<file path="src/rtl/mem_port_arbiter.sv">
// Two-port round-robin arbiter for a single-ported synchronous memory, with bounded bus lock.
// Grant is combinational (0 cycles); read data returns 1 cycle after the strobe. A losing requester stalls via gnt=0.
module mem_port_arbiter #(
  parameter int AW       = 8,
  parameter int DW       = 16,
  parameter int MAX_LOCK = 4,
  parameter bit P0_FIRST = 1'b1
) (
  input  logic          ck,
  input  logic          rst,
  input  logic          req0,
  input  logic          lock0,
  input  logic          we0,
  input  logic [AW-1:0] addr0,
  input  logic [DW-1:0] wdata0,
  output logic          gnt0,
  output logic          rvalid0,
  output logic [DW-1:0] rdata0,
  input  logic          req1,
  input  logic          lock1,
  input  logic          we1,
  input  logic [AW-1:0] addr1,
  input  logic [DW-1:0] wdata1,
  output logic          gnt1,
  output logic          rvalid1,
  output logic [DW-1:0] rdata1,
  output logic          mem_ce,
  output logic          mem_we,
  output logic [AW-1:0] mem_addr,
  output logic [DW-1:0] mem_wdata,
  input  logic [DW-1:0] mem_rdata
);

  localparam logic [1:0] S_IDLE = 2'd0;
  localparam logic [1:0] S_OWN0 = 2'd1;
  localparam logic [1:0] S_OWN1 = 2'd2;

  localparam int             CW       = $clog2(MAX_LOCK + 1);
  localparam logic [CW-1:0]  LOCK_MAX = CW'(MAX_LOCK);
  localparam logic [CW-1:0]  CNT_ONE  = CW'(1);
  // With MAX_LOCK=1 a lock would expire in the same cycle it is taken.
  localparam bit             LOCK_EN  = (MAX_LOCK > 1);
  localparam logic           PRIO_RST = P0_FIRST ? 1'b0 : 1'b1;

  logic [1:0]    state_q, state_d;
  logic          prio_q, prio_d;      // 0: port 0 wins a tie, 1: port 1 wins
  logic [CW-1:0] lock_cnt_q, lock_cnt_d;
  logic          rd_vld_q, rd_vld_d;
  logic          rd_own_q, rd_own_d;

  logic          g0, g1;
  logic [CW-1:0] cnt_inc;

  always_comb begin
    g0 = 1'b0;
    g1 = 1'b0;
    case (state_q)
      S_IDLE: begin
        if (req0 && (!req1 || !prio_q)) g0 = 1'b1;
        else if (req1)                  g1 = 1'b1;
      end
      S_OWN0:  g0 = req0;
      S_OWN1:  g1 = req1;
      default: ;
    endcase
  end

  assign gnt0 = g0 & ~rst;
  assign gnt1 = g1 & ~rst;

  always_comb begin
    state_d    = state_q;
    prio_d     = prio_q;
    lock_cnt_d = lock_cnt_q;
    cnt_inc    = lock_cnt_q + CNT_ONE;
    case (state_q)
      S_IDLE: begin
        if (gnt0) begin
          prio_d = 1'b1;
          if (lock0 && LOCK_EN) begin
            state_d    = S_OWN0;
            lock_cnt_d = CNT_ONE;
          end
        end else if (gnt1) begin
          prio_d = 1'b0;
          if (lock1 && LOCK_EN) begin
            state_d    = S_OWN1;
            lock_cnt_d = CNT_ONE;
          end
        end
      end
      S_OWN0: begin
        lock_cnt_d = cnt_inc;
        if ((gnt0 && !lock0) || (cnt_inc == LOCK_MAX)) begin
          state_d    = S_IDLE;
          prio_d     = 1'b1;
          lock_cnt_d = '0;
        end
      end
      S_OWN1: begin
        lock_cnt_d = cnt_inc;
        if ((gnt1 && !lock1) || (cnt_inc == LOCK_MAX)) begin
          state_d    = S_IDLE;
          prio_d     = 1'b0;
          lock_cnt_d = '0;
        end
      end
      default: begin
        state_d    = S_IDLE;
        lock_cnt_d = '0;
      end
    endcase
  end

  always_comb begin
    mem_ce    = gnt0 | gnt1;
    mem_we    = 1'b0;
    mem_addr  = '0;
    mem_wdata = '0;
    if (gnt0) begin
      mem_we    = we0;
      mem_addr  = addr0;
      mem_wdata = wdata0;
    end else if (gnt1) begin
      mem_we    = we1;
      mem_addr  = addr1;
      mem_wdata = wdata1;
    end
    rd_vld_d = mem_ce & ~mem_we;
    rd_own_d = gnt1;
  end

  always_ff @(posedge ck or posedge rst) begin
    if (rst) begin
      state_q    <= S_IDLE;
      prio_q     <= PRIO_RST;
      lock_cnt_q <= '0;
      rd_vld_q   <= 1'b0;
      rd_own_q   <= 1'b0;
    end else begin
      state_q    <= state_d;
      prio_q     <= prio_d;
      lock_cnt_q <= lock_cnt_d;
      rd_vld_q   <= rd_vld_d;
      rd_own_q   <= rd_own_d;
    end
  end

  assign rvalid0 = rd_vld_q & ~rd_own_q;
  assign rvalid1 = rd_vld_q &  rd_own_q;
  assign rdata0  = rvalid0 ? mem_rdata : '0;
  assign rdata1  = rvalid1 ? mem_rdata : '0;

endmodule

</file>
<file path="config.mk">
export PLATFORM = sky130hd
export DESIGN_NAME = mem_port_arbiter
export DESIGN_NICKNAME = d
export VERILOG_FILES = /design/src/rtl/mem_port_arbiter.sv
export SDC_FILE = /design/constraint.sdc
export NUM_CORES = 1
export LEC_CHECK = 0
export ABC_AREA = 0
export CORE_UTILIZATION = 27
export DETAILED_ROUTE_END_ITERATION = 6
export PLACE_DENSITY_LB_ADDON = 0.3
export SYNTH_ARGS = -nofsm -noshare
export SYNTH_HDL_FRONTEND = slang
export SYNTH_SLANG_ARGS = --single-unit
</file>
<file path="constraint.sdc">
create_clock -name ck -period 2.7 [get_ports ck]
set_input_delay 0.405 -clock ck [delete_from_list [all_inputs] [get_ports ck]]
set_output_delay 0.405 -clock ck [all_outputs]
set_load 0.02 [all_outputs]
</file>
# After elaboration in Yosys (flattened, before gate mapping)
# Index checks and enable logic that the tools add are counted.
[op_classes]
n_addsub = 1
eq_ne = 8
n_mux = 32
bitwise = 9
reduce_logical = 15
[ops]
columns = ["operator", "count"]
rows = [
  ["2-to-1 mux 16 bit", 4],
  ["2-to-1 mux 3 bit", 6],
  ["2-to-1 mux 8 bit", 2],
  ["2-to-1 mux 2 bit", 6],
  ["2-to-1 mux 1 bit", 9],
  ["inequality test 3 bit (second input constant)", 3],
  ["one-hot mux 3 bit (3 select lines)", 1],
  ["one-hot mux 2 bit (3 select lines)", 1],
  ["bitwise AND 1 bit", 5],
  ["AND reduction 5 bit", 1],
  ["logical NOT 1 bit", 4],
  ["inequality test 2 bit (second input constant)", 2],
  ["one-hot mux 1 bit (2 select lines)", 2],
  ["AND reduction 4 bit", 1],
  ["adder 3 x 1 -> 3 bit (second input constant)", 1],
  ["equality test 3 bit (second input constant)", 1],
  ["logical AND 1 bit", 3],
  ["logical OR 1 bit", 3],
  ["inverter 1 bit", 3],
  ["one-hot mux 1 bit (3 select lines)", 1],
  ["AND reduction 3 bit", 1],
  ["nonzero test 3 bit", 1],
  ["equality test 2 x 1 -> 1 bit (second input constant)", 1],
  ["equality test 2 bit (second input constant)", 1],
  ["2 further kinds", 2],
]
[totals]
register_bits = 8
inputBits = 72
out_inout_bits = 62
elab_cells = 70

# Longest topological paths before layout
# Gate-level depths: netlist (run 1).
[logic_depth]
word_depth = 10
mapped_depth = 10
mapped_depth_nobuf = 7

# Worst setup path after synthesis (run 1)
# No wires, ideal clock.
[synth_path]
kind = "register to output"
start = "register state_q[0]"
end = "output mem_wdata[10]"
t_arrival_ns = 1.936
t_required_ns = 2.295
setup_slack_ns = 0.359
path_stages_with_launch = 10
path_buffers = 3
cell_sequence = "dfrtp_1 > inv_1 > ha_1 > buf_2 > nor2_1 > nor3_4 > nor2b_1 > buf_2 > buf_2 > a22o_1"
[synth_via]
elab_chain_len = 5
word_cells_on_any_way = 9
cone_classes = "2 x eq/ne; 4 x mux; 2 x bitwise; 1 x reduce/logical"
[synth_rtl]
columns = ["element", "line_no", "rtl"]
rows = [
  ["start, declared", "45", "logic [1:0] state_q, state_d;"],
  ["start signal, assigned", "141", "state_q <= state_d;"],
  ["equality test 2 bit / logical NOT 2 bit (equally long branches)", "57", "case (state_q)"],
  ["one-hot mux 1 bit (2 select lines) (*)", "57", ""],
  ["bitwise AND 1 bit (*)", "69", "assign gnt1 = g1 & ~rst;"],
  ["via gnt1", "24", "output logic gnt1,"],
  ["2-to-1 mux 16 bit (*)", "124", "end else if (gnt1) begin"],
  ["2-to-1 mux 16 bit (*)", "120", "if (gnt0) begin"],
  ["end, declared", "30", "output logic [DW-1:0] mem_wdata,"],
]
# Mark *: on every way through the listed nets, which the timed path passes. The rest lies on a longest branch.

# Worst setup path after layout (run 1)
[layout_path]
start = "register state_q[1]"
end = "output mem_addr[1]"
[layout_via]
elab_chain_len = 5
word_cells_on_any_way = 9
cone_classes = "2 x eq/ne; 4 x mux; 2 x bitwise; 1 x reduce/logical"
[layout_rtl]
columns = ["element", "line_no", "rtl"]
rows = [
  ["equality test 2 bit / logical NOT 2 bit (equally long branches)", "57", ""],
  ["one-hot mux 1 bit (2 select lines)", "57", ""],
  ["bitwise AND 1 bit", "69", ""],
  ["2-to-1 mux 8 bit", "124", ""],
  ["2-to-1 mux 8 bit (*)", "120", ""],
  ["end, declared", "29", "output logic [AW-1:0] mem_addr,"],
]
# Mark *: on every way between the ends. The rest lies on a longest branch, timed or not.

==> run summary, run 1 <==
floorplan core area - 3800 sq um
post-synthesis cell count - 133
slowest stage delay, CP - 410 ps
status - finished clean
Routed Antenna Nets - 0
max-cap violations - 0
vias in the first global route - 1475
drt drc - 0
most common cell after layout, fill and taps aside - clkdlybuf4s50_1
detailed placer's ending HPWL - 3890 um
Worst-Skew Late Latency - 230 ps
die extent in y - 65.9 um
gr ovfl total - 0
CTS sink cnt - 8
Seq/Total Area, Yosys - 18.2%
hold buffers post-CTS - 0
WL/cell - 14.0 um
Net Sw Frac - 45.3%
syn avg cell area - 8.28 sq um
vias post-DR - 1550
Non-Filler Instances - 321
P_int - 827 uW
global-route wire length before repair - 6820 um
Leak - 1.17 nW
# nets final - 354
Primary FF master, synth - dfrtp_1
Max FO, Critical Path - 9
Routed WL - 4490 um
Critical Path, Cell by Cell - inv_1 > ha_1 > and3b_4 > nor3_4 > nor2b_1 > buf_4 > a22o_1 > clkdlybuf4s15_1
Min Clock Period, post-route - 2570 ps
post-CTS setup buffer count - 0
worst hold path startpoint - lock_cnt_q[1]$_DFFE_PP0P_
Synth async-reset ratio - 100%
Worst path top cell family by delay - buffers and inverters
Pwr per Cell Area - 595 nW/um^2
initial core utilization - 29.0%
RSZ-0062 raised after global routing - false
Max Root-Sink Buffers - 2
Data arrival, critical path - 2160 ps
share of cells above drive strength 1 - 13.6%
Fin. Hold Viols - 0
Setup Skew - 4.05 ps
area fraction of the dominant cell type after synthesis - 19.9%
io pins - 134
worst-margin pin slew - 400 ps
worst endpoint required time - 2300 ps
Setup crit start - state_q[1]$_DFFE_PP0P_
reported net switching power - 684 uW
largest net degree at the start of global routing - 19
Initial DRC Count - 22
Min Hold Slack - 515 ps
EDFF count, synth - 0
# port buffers - 133
critical path class - register to primary output
die area - 4340 sq um
Clk pwr share - 9.8%
CTS tree - yes
Reg-to-Reg Start - state_q[1]$_DFFE_PP0P_
Die W - 65.9 um
number of iterations in the first detailed-routing pass - 4
worst vdd ir - 0.367 mV
sequential share of power - 14.9%
Layout area overhead - 131%
CTS buffer count - 3
Syn. warnings - 0
clock-pin slew on the worst setup and hold paths - 40 ps
Final Cycle Share - 95.2%
Slew HR - 73.3%
Worst setup EP type - primary output
H-tree depth - 1
final setup vio count - 0
fin util - 66.9%
final max-slew violation count - 0
Root Buffer - clkbuf_8
initial antenna violation count - 0
Comb power frac - 75.4%
Yosys reg bits - 8
Synth Cell Area - 1100 sq um
Worst Path Buf+Inv - 3
routability cong. - 0.846
syn_nets - 212
largest area contributor in the netlist - a22o_1
top cells by area, synth - a22o_1, dfrtp_1, and2_1
Antenna Cells - 0
placed cells - 318
Yosys cell types - 36
class of the worst hold path - register to register
CP max-delay cell - dfrtp_1
most frequent cells in the layout - clkdlybuf4s50_1, a22o_1, and2_1
Core Rows - 22
vias per inst - 4.83
FMAX - 0.389 GHz
GRT Util Overall - 20.7%
CP Launch Type - register
-- per-layer routing --
layer  track usage, %  share of wire [%]  wire (um)  vias up
met4             4.89                1.2         52        0
met3             7.41                 11        501        5
met2             36.4                 49       2200       97
met1             23.6                 39       1730      675
li1                 -                  -          -      773
met5                0                  0          0        -
-- layout make-up --
type / instances / area, sq um
Sequential cell: 8 / 200
Tap cell: 48 / 60.1
Fill cell: 333 / 1260
Clock buffer: 3 / 41.3
Multi-Input combinational cell: 109 / 825
Inverter: 6 / 22.5
Timing Repair Buffer: 147 / 1390
-- cell families (layout without fill, tap and decap cells) --
| family | Yosys count | after routing | share of synthesized area [%] |
|---|---|---|---|
| adders and majority gates | 7 | 7 | 7.95 |
| buffers and inverters | 16 | 156 | 6.93 |
| muxes | 2 | 2 | 2.05 |
| DFF | 8 | 8 | 18.2 |
| AOI/OAI and AO/OA | 41 | 41 | 29.8 |
| and+or+nand+nor | 59 | 59 | 35.1 |
-- worst register-to-register path, cell delays in order, from the launching register on --
cell and delay [ps]:
dfrtp_1 420, inv_1 100, ha_1 210, and3b_4 240, nor3_4 180, buf_4 250, nor2_2 60, buf_4 140
a211oi_2 220, mux2_2 350
-- per-stage QoR --
| stage | worst slack, ps | power, mW | setup TNS [ps] | area, sq um |
|---|---|---|---|---|
| final | 131 | 1.51 | 0 | 2540 |
| after global routing | 1.80 | 1.63 | 0 | 2540 |
| after CTS | 70.1 | 1.52 | 0 | 2560 |
| after detailed placement | -125 | 1.42 | -2100 | 2540 |
| after global placement | -84.8 | 1.41 | -1210 | 2540 |
| after floorplan | 359 | 0.888 | 0 | 1100 |
-- cell usage after synthesis, types with 2 or more instances --
master,count
a21oi_1,3
a22o_1,25
and2_1,17
and3_1,16
buf_2,4
clkbuf_1,4
dfrtp_1,8
ha_1,7
inv_1,6
mux2_2,2
nand2_1,5
nand2b_1,3
nand3b_1,2
nor2_1,4
nor2b_1,2
nor3_4,2
o21ai_0,3
o21ai_1,2
-- flip-flops by register name, summed over array words and instances, names as in the netlist --
| register | flops |
|---|---|
| rd_vld_q | 1 |
| prio_q | 1 |
| rd_own_q | 1 |
| state_q | 2 |
| lock_cnt_q | 3 |
-- worst paths after layout --
kind	end	slack (ps)	cells past startpoint
worst max-delay path	mem_addr[1]	130	8
worst max register to register	prio_q$_DFFE_PP0P_	420	9
worst min-delay path	lock_cnt_q[1]$_DFFE_PP0P_	520	2
worst min register to register	lock_cnt_q[1]$_DFFE_PP0P_	520	2
min in group asynchronous	lock_cnt_q[0]$_DFFE_PP0P_	590	3
max in group asynchronous	rd_vld_q$_DFF_PP0_	1870	3
-- timing repair --
item                       in CTS  in global routing
cloned                          0                  0
setup endpoints to repair      26                 26
pin swaps                       0                  0
resized for setup              27                 36
-- power by group through the flow --
| stage | registers, mW | clock network [mW] | logic [mW] |
|---|---|---|---|
| 3_3_place_gp | 0.224 | 0 | 1.18 |
| 4_1_cts | 0.225 | 0.152 | 1.14 |
| 2_1_floorplan | 0.212 | 0 | 0.676 |
| 3_5_place_dp | 0.226 | 0 | 1.20 |
| 5_1_grt | 0.234 | 0.159 | 1.24 |
| 6_report | 0.225 | 0.147 | 1.14 |
Power figures use the tool's default switching activity.
==> run 2: changes to the inputs <==
Settings changed: ABC_CLOCK_PERIOD_IN_PS set to 2700, CAP_MARGIN set to 20.
==> results of run 2 <==
Final layout, timing and power as in run 1 (identical DEF).
